==> config.mk <==
export PLATFORM = sky130hd
export DESIGN_NAME = rvfi_check_sequencer
export DESIGN_NICKNAME = d
export VERILOG_FILES = /design/src/rtl/rvfi_check_seq_pkg.sv /design/src/rtl/rvfi_check_sequencer_counter.sv /design/src/rtl/rvfi_check_sequencer.sv
export SDC_FILE = /design/constraint.sdc
export NUM_CORES = 1
export LEC_CHECK = 0
export ABC_AREA = 1
export CORE_MARGIN = 2
export CORE_UTILIZATION = 40
export DETAILED_ROUTE_END_ITERATION = 7
export PLACE_DENSITY = 0.89
export REMOVE_ABC_BUFFERS = 1
export SLEW_MARGIN = 20
export SYNTH_ARGS = -nofsm -noshare
export SYNTH_HDL_FRONTEND = slang
export SYNTH_SLANG_ARGS = --single-unit
==> constraint.sdc <==
create_clock -name clock -period 2.95 [get_ports clock]
set_clock_uncertainty 0.1 [all_clocks]
set_input_delay 0.59 -clock clock [delete_from_list [all_inputs] [get_ports clock]]
set_output_delay 0.59 -clock clock [all_outputs]
set_load 0.005 [all_outputs]
==> src/rtl/rvfi_check_seq_pkg.sv <==
// Shared types and helpers for the RVFI check sequencer.
package rvfi_check_seq_pkg;

  localparam int ORDER_W  = 64;
  localparam int RC_W     = 16;
  localparam int MAX_NRET = 32;
  localparam int POP_W    = 6;

  typedef enum logic [1:0] {
    HOLD = 2'd0,
    RUN  = 2'd1,
    DONE = 2'd2
  } seq_state_e;

  // Narrower retire buses are zero-extended to MAX_NRET by the caller.
  function automatic logic [POP_W-1:0] popcount(input logic [MAX_NRET-1:0] bits);
    logic [POP_W-1:0] n;
    n = '0;
    for (int i = 0; i < MAX_NRET; i++) begin
      n = n + {{(POP_W-1){1'b0}}, bits[i]};
    end
    return n;
  endfunction

endpackage

==> src/rtl/rvfi_check_sequencer_counter.sv <==
// Saturating count of retired instructions across all RVFI channels.
module rvfi_retire_counter
  import rvfi_check_seq_pkg::*;
#(
  parameter int NRET = 1
) (
  input  logic            clock,
  input  logic            reset,
  input  logic            clear,
  input  logic            enable,
  input  logic [NRET-1:0] valid,
  output logic [RC_W-1:0] count
);

  logic [MAX_NRET-1:0] valid_ext_s;
  logic [POP_W-1:0]    pop_s;
  logic [RC_W:0]       sum_s;

  assign valid_ext_s = MAX_NRET'(valid);
  assign pop_s       = popcount(valid_ext_s);
  assign sum_s       = {1'b0, count} + (RC_W+1)'(pop_s);

  // Accumulate while enabled; the carry-out bit clamps the count at all-ones.
  always_ff @(posedge clock) begin
    if (reset || clear) begin
      count <= '0;
    end else if (enable) begin
      count <= sum_s[RC_W] ? '1 : sum_s[RC_W-1:0];
    end else begin
      count <= count;
    end
  end

endmodule

==> src/rtl/rvfi_check_sequencer.sv <==
// Schedules the single check strobe for one RVFI checker: reset hold window,
// then a depth-bounded run window that fires on retirement of target_order.
module rvfi_check_sequencer
  import rvfi_check_seq_pkg::*;
#(
  parameter int NRET      = 1,
  parameter int CHANNEL   = 0,
  parameter int RST_CYC   = 1,
  parameter int DEPTH_MIN = 10,
  parameter int DEPTH_MAX = 20,
  parameter int SKIP      = 0,
  localparam int CW       = $clog2(DEPTH_MAX + 2)
) (
  input  logic                    clock,
  input  logic                    reset,
  input  logic [NRET-1:0]         rvfi_valid,
  input  logic [ORDER_W*NRET-1:0] rvfi_order,
  input  logic [ORDER_W-1:0]      target_order,
  output logic                    core_reset,
  output logic                    armed,
  output logic                    check,
  output logic                    done,
  output logic                    timeout,
  output logic [RC_W-1:0]         retire_count,
  output logic [CW-1:0]           cycle_count
);

  localparam int HW = (RST_CYC > 1) ? $clog2(RST_CYC) : 1;

  seq_state_e          state_r;
  seq_state_e          next_state_s;
  logic [HW-1:0]       hold_cnt_r;
  logic [CW-1:0]       cycle_cnt_r;
  logic                timeout_r;
  logic                timeout_s;
  logic                window_s;
  logic                skip_ok_s;
  logic [ORDER_W-1:0]  sel_order_s;

  rvfi_retire_counter #(
    .NRET (NRET)
  ) u_retire_counter (
    .clock  (clock),
    .reset  (reset),
    .clear  (state_r == HOLD),
    .enable (state_r == RUN),
    .valid  (rvfi_valid),
    .count  (retire_count)
  );

  // SKIP of zero is trivially met; avoids an always-true unsigned compare.
  if (SKIP == 0) begin : g_no_skip
    assign skip_ok_s = 1'b1;
  end else begin : g_skip
    assign skip_ok_s = (retire_count >= RC_W'(SKIP));
  end

  assign window_s    = (cycle_count >= CW'(DEPTH_MIN)) && (cycle_count <= CW'(DEPTH_MAX));
  assign sel_order_s = rvfi_order[ORDER_W*CHANNEL +: ORDER_W];
  assign armed       = (state_r == RUN) && window_s && skip_ok_s;
  assign check       = armed && rvfi_valid[CHANNEL] && (sel_order_s == target_order);
  assign core_reset  = (state_r == HOLD);
  assign done        = (state_r == DONE);
  assign timeout     = timeout_r;
  assign cycle_count = cycle_cnt_r;

  // Next-state logic; a fire on the last window cycle takes priority over timeout.
  always_comb begin
    next_state_s = state_r;
    timeout_s    = 1'b0;
    case (state_r)
      HOLD: begin
        if (hold_cnt_r == HW'(RST_CYC - 1)) begin
          next_state_s = RUN;
        end else begin
          next_state_s = HOLD;
        end
      end
      RUN: begin
        if (check) begin
          next_state_s = DONE;
        end else if (cycle_cnt_r == CW'(DEPTH_MAX)) begin
          next_state_s = DONE;
          timeout_s    = 1'b1;
        end else begin
          next_state_s = RUN;
        end
      end
      DONE: begin
        next_state_s = DONE;
      end
      default: begin
        next_state_s = HOLD;
      end
    endcase
  end

  // State, hold window, run-cycle counter and sticky timeout.
  always_ff @(posedge clock) begin
    if (reset) begin
      state_r     <= HOLD;
      hold_cnt_r  <= '0;
      cycle_cnt_r <= '0;
      timeout_r   <= 1'b0;
    end else begin
      state_r <= next_state_s;
      if (state_r == HOLD) begin
        hold_cnt_r <= hold_cnt_r + HW'(1);
      end else begin
        hold_cnt_r <= hold_cnt_r;
      end
      if ((state_r == RUN) && (cycle_cnt_r != '1)) begin
        cycle_cnt_r <= cycle_cnt_r + CW'(1);
      end else begin
        cycle_cnt_r <= cycle_cnt_r;
      end
      if (timeout_s) begin
        timeout_r <= 1'b1;
      end else begin
        timeout_r <= timeout_r;
      end
    end
  end

endmodule

# After elaboration in Yosys (flattened, before gate mapping)
# Index checks and enable logic that the tools add are counted.
[word_totals]
reg_bits = 25
wordCells = 30
[classes]
add_sub_neg = 3
magnitude_cmp = 2
eq_ne = 5
n_mux = 8
n_reduce_logical = 7
[op_table]
columns = ["cell", "count"]
rows = [
  ["$eq A64 B64 Y1", 1],
  ["$add A16 B1 Y17", 1],
  ["$mux W16", 1],
  ["$pmux W2 S3", 1],
  ["$add A5 B1 Y5 const B", 1],
  ["$eq A5 B5 Y1 const B", 1],
  ["$ge A5 B4 Y1 const B", 1],
  ["$le A5 B5 Y1 const B", 1],
  ["$logic_and A1 B1 Y1", 5],
  ["$ne A5 B5 Y1 const B", 1],
  ["$mux W1", 4],
  ["$mux W2", 2],
  ["$eq A2 B1 Y1 const B", 1],
  ["$eq A2 B2 Y1 const B", 1],
  ["$logic_not A2 Y1", 1],
  ["$add A1 B1 Y1 const B", 1],
  ["$logic_or A1 B1 Y1", 1],
]

# Longest topological paths before layout
# Gate-level depths: netlist of run 1.
[logic_depth]
word_depth = 7
mapped_depth = 12

# Hierarchy
# Synthesis of run 1 repeated with hierarchy kept, for this count alone.
[hier_totals]
hier_cells = 567
area_unflattened_um2 = 3037.9
[by_module_without_submodules]
columns = ["mod", "n_inst", "cells_per_inst", "area_per_inst_um2", "seq_area_each_um2"]
rows = [
  ["rvfi_check_sequencer", 1, 438, 2069.5, 180.2],
  ["rvfi_retire_counter", 1, 129, 968.4, 320.3],
]

# Least setup slack after synthesis of run 1
# OpenSTA, ideal clock, no wires.
[synth_path]
path_type = "input to output"
start = "in target_order[57]"
end = "out check"
arrival_ns = 1.325
required_ns = 2.260
setup_slack_ns = 0.935
cell_stages = 8
n_path_buf = 0
path_cell_list = "inv_1 -> nand2_1 -> nand2_1 -> nor4_1 -> nand4_1 -> nor2_1 -> nand2_1 -> nor2_1"
[synth_via]
elab_chain_cells = 2
[synth_rtl]
columns = ["item", "line_no", "text"]
rows = [
  ["start: declaration", "rvfi_check_sequencer.sv:18", "input logic [ORDER_W-1:0] target_order,"],
  ["$eq A64 B64 Y1", "rvfi_check_sequencer.sv:61", "assign check = armed && rvfi_valid[CHANNEL] && (sel_order_s == target_order);"],
  ["$logic_and A1 B1 Y1", "rvfi_check_sequencer.sv:61", ""],
  ["end: declaration", "rvfi_check_sequencer.sv:21", "output logic check,"],
]
# No other way between the ends.

# Worst setup path in the final report of run 1
[layout_path]
start = "in rvfi_order[18]"
end = "out check"
[layout_via]
elab_chain_cells = 2
[layout_rtl]
columns = ["item", "line_no", "text"]
rows = [
  ["start: declaration", "rvfi_check_sequencer.sv:17", "input logic [ORDER_W*NRET-1:0] rvfi_order,"],
  ["$eq A64 B64 Y1", "rvfi_check_sequencer.sv:61", ""],
  ["$logic_and A1 B1 Y1", "rvfi_check_sequencer.sv:61", ""],
]
# No other way between the ends.

==> impl_results.md, run 1 <==
- Status: completed
- GRT Residual Overflow: 0
- Crit path arrival time: 2.17 ns
- Synth Flop Type: dfxtp_1
- Ys async rst share: 0%
- Final Util: 72.98%
- Leakage: 2.855 nW
- Sequential power share: 31.8%
- Peak supply drop: 200.5 uV
- Critical-path cell list: clkdlybuf4s50_1 -> nand2_1 -> nand4_1 -> nor4_4 -> nand4_1 -> nor2_1 -> nand2_1 -> nor2_1 -> buf_2
- Cts bufs inserted: 3
- Final period util: 96.84%
- Maximum clock insertion buffer count: 2
- Comb pwr share: 49.8%
- Internal Power: 0.7549 mW
- Worst flop-to-flop path startpoint: u_retire_counter.count[0]$_SDFFE_PP0P_
- Die span in x: 89.96 microns
- Most frequent cells in the layout: nand2_1 (211), clkdlybuf4s50_1 (150), inv_1 (130), nor2_1 (77), buf_4 (73)
- EDFF count, synth: 0
- Min-delay src: hold_cnt_r$_SDFFE_PP0P_
- DRT iter0 DRCs: 251
- Gr usage total: 28.38%
- Register bit total from synthesis: 25
- Worst Setup Slack, final: 0.09326 ns
- DP Wirelength: 10140 microns
- Cell row count: 31
- Number of distinct library cells after synthesis: 30
- Slew margin rel.: 74.95%
- IO Port Bufs: 156
- Final Hold Fails: 0
- Setup violations, final: 0
- IO Pins: 157
- Fillers: 599
- Root Driver: clkbuf_8
- Die ar.: 8092 sq um
- Clock net sink count: 25
- Clock power share: 18.4%
- Critical Path RT: 2.26 ns
- Initial cell density of the core: 40.96%
- Slowest library cell on the worst path: clkdlybuf4s50_1
- Multi-input gate area: 1982 sq um
- Post-CTS Setup Bufs: 0
- Initial antenna violation count: 0
- Peak per-stage delay on the critical path: 0.43 ns
- WL per Instance: 13.16 microns
- Post-Syn Area: 2955 sq um
- Min-delay worst type: reg2reg
- Area of the core: 7214 sq um
- Final ANT Viol Nets: 0
- Largest net degree at the start of global routing: 15
- Setup WS pre-CTS: -0.2901 ns
- Via/cell ratio: 4.858
- Gr busiest metal: met2
- Cells after Synth: 579
- Buf/Inv on CP: 2
- Crit path max fanout: 2
- Worst Setup SP: rvfi_order[18]
- Switching share of total power: 33.06%
- Most common cell after layout, fill and taps aside: nand2_1
- Via count: 4416
- Met3 Usage GRT: 2.682%
- Syn. warnings: 0
- Pwr/cell area: 214.2 nW/um^2
- Crit end category: primary output
- GR Util met1: 36.16%
- Crit path launch type: input port
- Number of diodes: 0
- Syn_area_per_cell: 5.104 sq um
- Top Family by Delay on Critical Path: simple AND/OR/NAND/NOR gates
- H-tree depth: 1
- Psw: 0.3728 mW
- Layout cell share with drive strength beyond 1: 12.35%
- Max-cap violations: 0
- Area Overhead vs Synth: 78.15%
- Wirelength, routed: 11960 microns
- Setup CP Type: in2out
- Max Freq: 350.0 MHz
- Clk Latency, worst-skew pair: 0.27 ns
- CTS tree: yes
- CTS clock-pin slew for the worst setup and hold paths: 0.09 ns
- DIE HEIGHT: 89.96 microns
- Router iterations before antenna repair: 5
- Slew Viols, Final: 0
- Vias in the first global route: 4249
- Crit path time final: 2.857 ns
- GR Util met2: 51.64%
- Worst-Margin Slew: 0.3753 ns
- Drt drc: 0
- Final RePlAce weighted congestion: 0.9681
- Post-layout net count: 947
- Register cell area after layout: 500.5 sq um
- First-pass GRT wire length: 19150 microns
- Seq/Total Area, Yosys: 16.93%
-- synth_stat cells, types with 2 or more instances --
library cell  count  area share (%)
nand2_1         215              27
inv_1           130              17
nor2_1           77             9.8
dfxtp_1          25              17
a21oi_1          21             3.6
nand4_1          18             3.8
nand3_1          16             2.7
o21ai_0          15             2.5
nor3_1            9             1.5
xnor2_1           9             2.7
xor2_1            8             2.4
nor4_1            7             1.5
ha_1              5             2.1
or2_2             5             1.1
inv_2             2            0.25
nand4_2           2            0.85
o2111ai_1         2            0.59
-- worst min-delay path: stages, from the launching register on --
cell,delay [ns]
dfxtp_1,0.32
o21ai_0,0.07
a21oi_1,0.06
-- registers in the layout, indices dropped and copies added, names as in the netlist --
signal / cells
state_r: 2
hold_cnt_r: 1
timeout: 1
cycle_count: 5
u_retire_counter.count: 16
-- metal layers --
metal / wire length, microns / vias up / share of wire, %
met2: 5725 / 200 / 48
met5: 0 / - / 0
met3: 806 / 35 / 6.7
met4: 383 / 0 / 3.2
met1: 5047 / 1963 / 42
li1: - / 2218 / -
-- final cells by class --
cell class              count  area share, %
clock buffers               3         0.7842
clock inverters             1        0.09506
inverters                 132          9.411
multi-input cells         420          37.64
flip-flops and latches     25          9.506
well taps                  99          2.353
repair buffers            229          40.21
-- path summary, 6_finish.rpt --
kind / endpoint / slack [ns] / cells after the start
worst max-delay path: check / 0.09 / 9
worst min-delay path: hold_cnt_r$_SDFFE_PP0P_ / 0.39 / 2
worst max register to register: u_retire_counter.count[1]$_SDFFE_PP0P_ / 0.96 / 10
worst min register to register: hold_cnt_r$_SDFFE_PP0P_ / 0.39 / 2
-- power groups by stage --
stage / logic [mW] / clock network, mW / registers, mW
detailed placement: 0.545 / 0 / 0.367
global placement: 0.532 / 0 / 0.366
CTS: 0.551 / 0.212 / 0.359
floorplan: 0.199 / 0 / 0.365
finish: 0.562 / 0.207 / 0.359
global route: 0.616 / 0.224 / 0.361
-- timing repair --
item                                    in CTS  in global routing
endpoints found under the setup margin       1                  1
hold buffers                                 0                  0
resized for setup                            3                 14
pin swaps                                    1                  7
hold endpoints to repair                     0                  0
-- logic make-up (layout without fill, tap and decap cells) --
| logic type | after synthesis | in the layout | synth area share [%] |
|---|---|---|---|
| buffers and inverters | 134 | 365 | 17.27 |
| XOR/XNOR | 17 | 17 | 5.038 |
| adder cells (fa/ha/maj) | 5 | 5 | 2.117 |
| flip-flops | 25 | 25 | 16.93 |
| AO/OA/AOI/OAI | 41 | 41 | 7.494 |
| AND/OR/NAND/NOR | 357 | 357 | 51.14 |
-- stage by stage --
step                      hold WS [ns]  std cells  power, mW  instance area [sq um]  setup TNS (ns)
after global routing            0.4174        909      1.201                   5265        -0.02732
after CTS                       0.3914        909      1.121                   5231               0
final                           0.3914        909      1.128                   5265               0
after global placement          0.3613        905     0.8979                   5174         -0.3084
after floorplan                 0.3435        577     0.5639                   2940               0
after detailed placement        0.3783        905     0.9121                   5174         -0.2901
(Power assumes the default switching activity.)
==> run 2, diff against run 1 <==
--- a/config.mk
+++ b/config.mk
@@ -6,11 +6,13 @@
 export NUM_CORES = 1
 export LEC_CHECK = 0
 export ABC_AREA = 1
+export CORE_ASPECT_RATIO = 1.25
 export CORE_MARGIN = 2
-export CORE_UTILIZATION = 40
+export CORE_UTILIZATION = 37
 export DETAILED_ROUTE_END_ITERATION = 7
-export PLACE_DENSITY = 0.89
+export PLACE_DENSITY = 0.86
 export REMOVE_ABC_BUFFERS = 1
+export SKIP_LAST_GASP = 1
 export SLEW_MARGIN = 20
 export SYNTH_ARGS = -nofsm -noshare
 export SYNTH_HDL_FRONTEND = slang
==> constraint.sdc (replaced) <==
create_clock -name clock -period 2.5 [get_ports clock]
set_clock_uncertainty 0.1 [all_clocks]
set_input_delay 0.5 -clock clock [delete_from_list [all_inputs] [get_ports clock]]
set_output_delay 0.5 -clock clock [all_outputs]
set_load 0.005 [all_outputs]
==> impl_results.md, run 2 (same netlist as run 1, synthesis figures left out) <==
- CTS clock-pin slew for the worst setup and hold paths: 0.09 ns (about the same)
- Final period util: 99.65%
- Leakage: 3.624 nW (+27%)
- Final Util: 77.73% (+4.8 points)
- Most common cell after layout, fill and taps aside: nand2_1
- Reg with most FFs: u_retire_counter.count
- Maximum clock insertion buffer count: 2 (unchanged)
- Via count: 4934 (+12%)
- Setup WS pre-CTS: -0.7304 ns (-0.4403 ns)
- Top Family by Delay on Critical Path: simple AND/OR/NAND/NOR gates
- Slew margin rel.: 68.67% (-6.3 points)
- Setup violations, final: 0 (unchanged)
- Area of the core: 7792 sq um (+8.0%)
- Status: completed
- CTS tree: yes
- IO Port Bufs: 156 (unchanged)
- Gr usage total: 30.43% (+2.1 points)
- Initial antenna violation count: 4 (+4)
- Drt drc: 0 (unchanged)
- H-tree depth: 1 (unchanged)
- Worst Setup Slack, final: 0.008661 ns (-0.08460 ns)
- Final RePlAce weighted congestion: 0.9536 (-1.5%)
- Comb pwr share: 54.3% (+4.5 points)
- Internal Power: 0.9332 mW (+24%)
- GRT Residual Overflow: 0 (unchanged)
- Final ANT Viol Nets: 0 (unchanged)
- Buf/Inv on CP: 4 (+2)
- Crit path time final: 2.491 ns
- Switching share of total power: 36.12% (+3.1 points)
- Post-layout net count: 1009 (+6.5%)
- Final Hold Fails: 0 (unchanged)
- Die span in x: 83.94 microns (-6.7%)
- Crit path arrival time: 1.89 ns (-0.28 ns)
- DIE HEIGHT: 103.9 microns (+16%)
- Largest net degree at the start of global routing: 16 (+1)
- Crit path launch type: input port
- Die ar.: 8723 sq um (+7.8%)
- IO Pins: 157 (unchanged)
- Setup CP Type: in2out
- Area Overhead vs Synth: 105.0%
- Router iterations before antenna repair: 5 (unchanged)
- Clk Latency, worst-skew pair: 0.27 ns (about the same)
- Cell area after layout: 6057 sq um (+15%)
- Slew Viols, Final: 0 (unchanged)
- Crit end category: primary output
- Cts bufs inserted: 3 (unchanged)
- Peak per-stage delay on the critical path: 0.32 ns (-0.11 ns)
- Critical path's most frequent cell: nand2_2
- Worst-Margin Slew: 0.4684 ns (+0.09314 ns)
- Pwr/cell area: 241.2 nW/um^2 (+13%)
- Psw: 0.5277 mW (+42%)
- Area after DPL: 5311 sq um (+2.7%)
- Critical Path RT: 1.90 ns (-0.36 ns)
- WL per Instance: 15.44 microns (+17%)
- Fillers: 581 (-3.0%)
- Top Registers: u_retire_counter.count x16, cycle_count x5, state_r x2
- Clock power share: 16.8% (-1.6 points)
- Crit path max fanout: 2 (unchanged)
- DRT iter0 DRCs: 303 (+21%)
- First-pass GRT wire length: 21900 microns (+14%)
- # hold bufs at CTS: 0 (unchanged)
- Vias in the first global route: 4749 (+12%)
- Via/cell ratio: 5.076 (+4.5%)
- Most frequent cells in the layout: nand2_1 (164), buf_4 (135), inv_1 (120), nor2_1 (70), dlygate4sd2_1 (53)
- Peak supply drop: 344.3 uV (+72%)
- Slowest library cell on the worst path: nor4_4
- Max-cap violations: 0 (unchanged)
- RSZ-0062 raised after global routing: true
- Wirelength, routed: 15010 microns (+25%)
- Layout cell share with drive strength beyond 1: 29.13% (+17 points)
- Initial cell density of the core: 37.93% (-3.0 points)
- DP Wirelength: 10520 microns (+3.8%)
- R2R setup slack: 0.49 ns (-0.47 ns)
- Clock net sink count: 25 (unchanged)
- Critical-path cell list: clkdlybuf4s15_1 -> inv_1 -> nand2_2 -> nand2_2 -> nor4_4 -> buf_4 -> nand2_2 -> nor2_2 -> nand2_1 -> nor2_2 -> buf_2
- Root Driver: clkbuf_8
- Max Freq: 401.4 MHz
- Min-delay worst type: reg2reg
- Sequential power share: 28.9% (-2.9 points)
- Multi-input gate area: 2297 sq um (+16%)
- Cell row count: 36 (+16%)
- Register cell area after layout: 500.5 sq um (unchanged)
- Max reg flops: 16 (unchanged)
## run 2: metrics by stage
stage | total power, mW | cells | hold slack, ns | setup TNS, ns
after global placement | 1.084 | 920 | 0.3604 | -1.008
after floorplan | 0.6654 | 577 | 0.3435 | 0
after detailed placement | 1.099 | 920 | 0.3656 | -2.344
after CTS | 1.393 | 962 | 0.3913 | 0
final | 1.461 | 972 | 0.3839 | 0
after global routing | 1.545 | 971 | 0.4399 | -0.2334
## run 2: worst reg2reg max path, cell delays in order (launching register included)
cell,delay [ns]
dfxtp_1,0.39
ha_2,0.23
ha_4,0.15
nand3_2,0.11
nor3_4,0.22
nand4_2,0.12
buf_4,0.17
or2_2,0.26
a31oi_1,0.19
## run 2: area by class of cell
class / instances / area share [%]
multi-input combinational: 420 / 37.93
antenna: 5 / 0.2066
clock buffer: 3 / 0.6817
tap: 95 / 1.962
sequential: 25 / 8.263
timing repair buffer: 291 / 42.66
clock inverter: 1 / 0.1239
inverter: 132 / 8.180
## run 2: power by group through the flow
stage / clock [mW] / sequential [mW] / combinational, mW
2_1_floorplan: 0 / 0.431 / 0.235
3_5_place_dp: 0 / 0.430 / 0.670
5_1_grt: 0.268 / 0.423 / 0.854
6_report: 0.246 / 0.422 / 0.793
4_1_cts: 0.248 / 0.421 / 0.724
3_3_place_gp: 0 / 0.428 / 0.655
## run 2: path summary, 6_finish.rpt
| kind | start | end | cells past startpoint |
|---|---|---|---|
| worst min-delay path | timeout$_SDFFE_PP0P_ | timeout$_SDFFE_PP0P_ | 2 |
| worst max register to register | u_retire_counter.count[0]$_SDFFE_PP0P_ | u_retire_counter.count[10]$_SDFFE_PP0P_ | 8 |
| worst min register to register | timeout$_SDFFE_PP0P_ | timeout$_SDFFE_PP0P_ | 2 |
| worst max-delay path | target_order[11] | check | 11 |
## run 2: timing repair
action	CTS	global route
buffers inserted	38	6
endpoints found under the setup margin	1	12
endpoints found under the hold margin	0	0
gates resized for setup	135	118
pin swaps	44	47
## run 2: layer usage
metal / up-vias / routed length [microns] / GRT usage [%]
li1: 2341 / - / -
met1: 2243 / 5367 / 32.75
met2: 277 / 7889 / 59.37
met3: 73 / 899 / 2.698
met4: 0 / 850 / 12.67
met5: - / 0 / 0
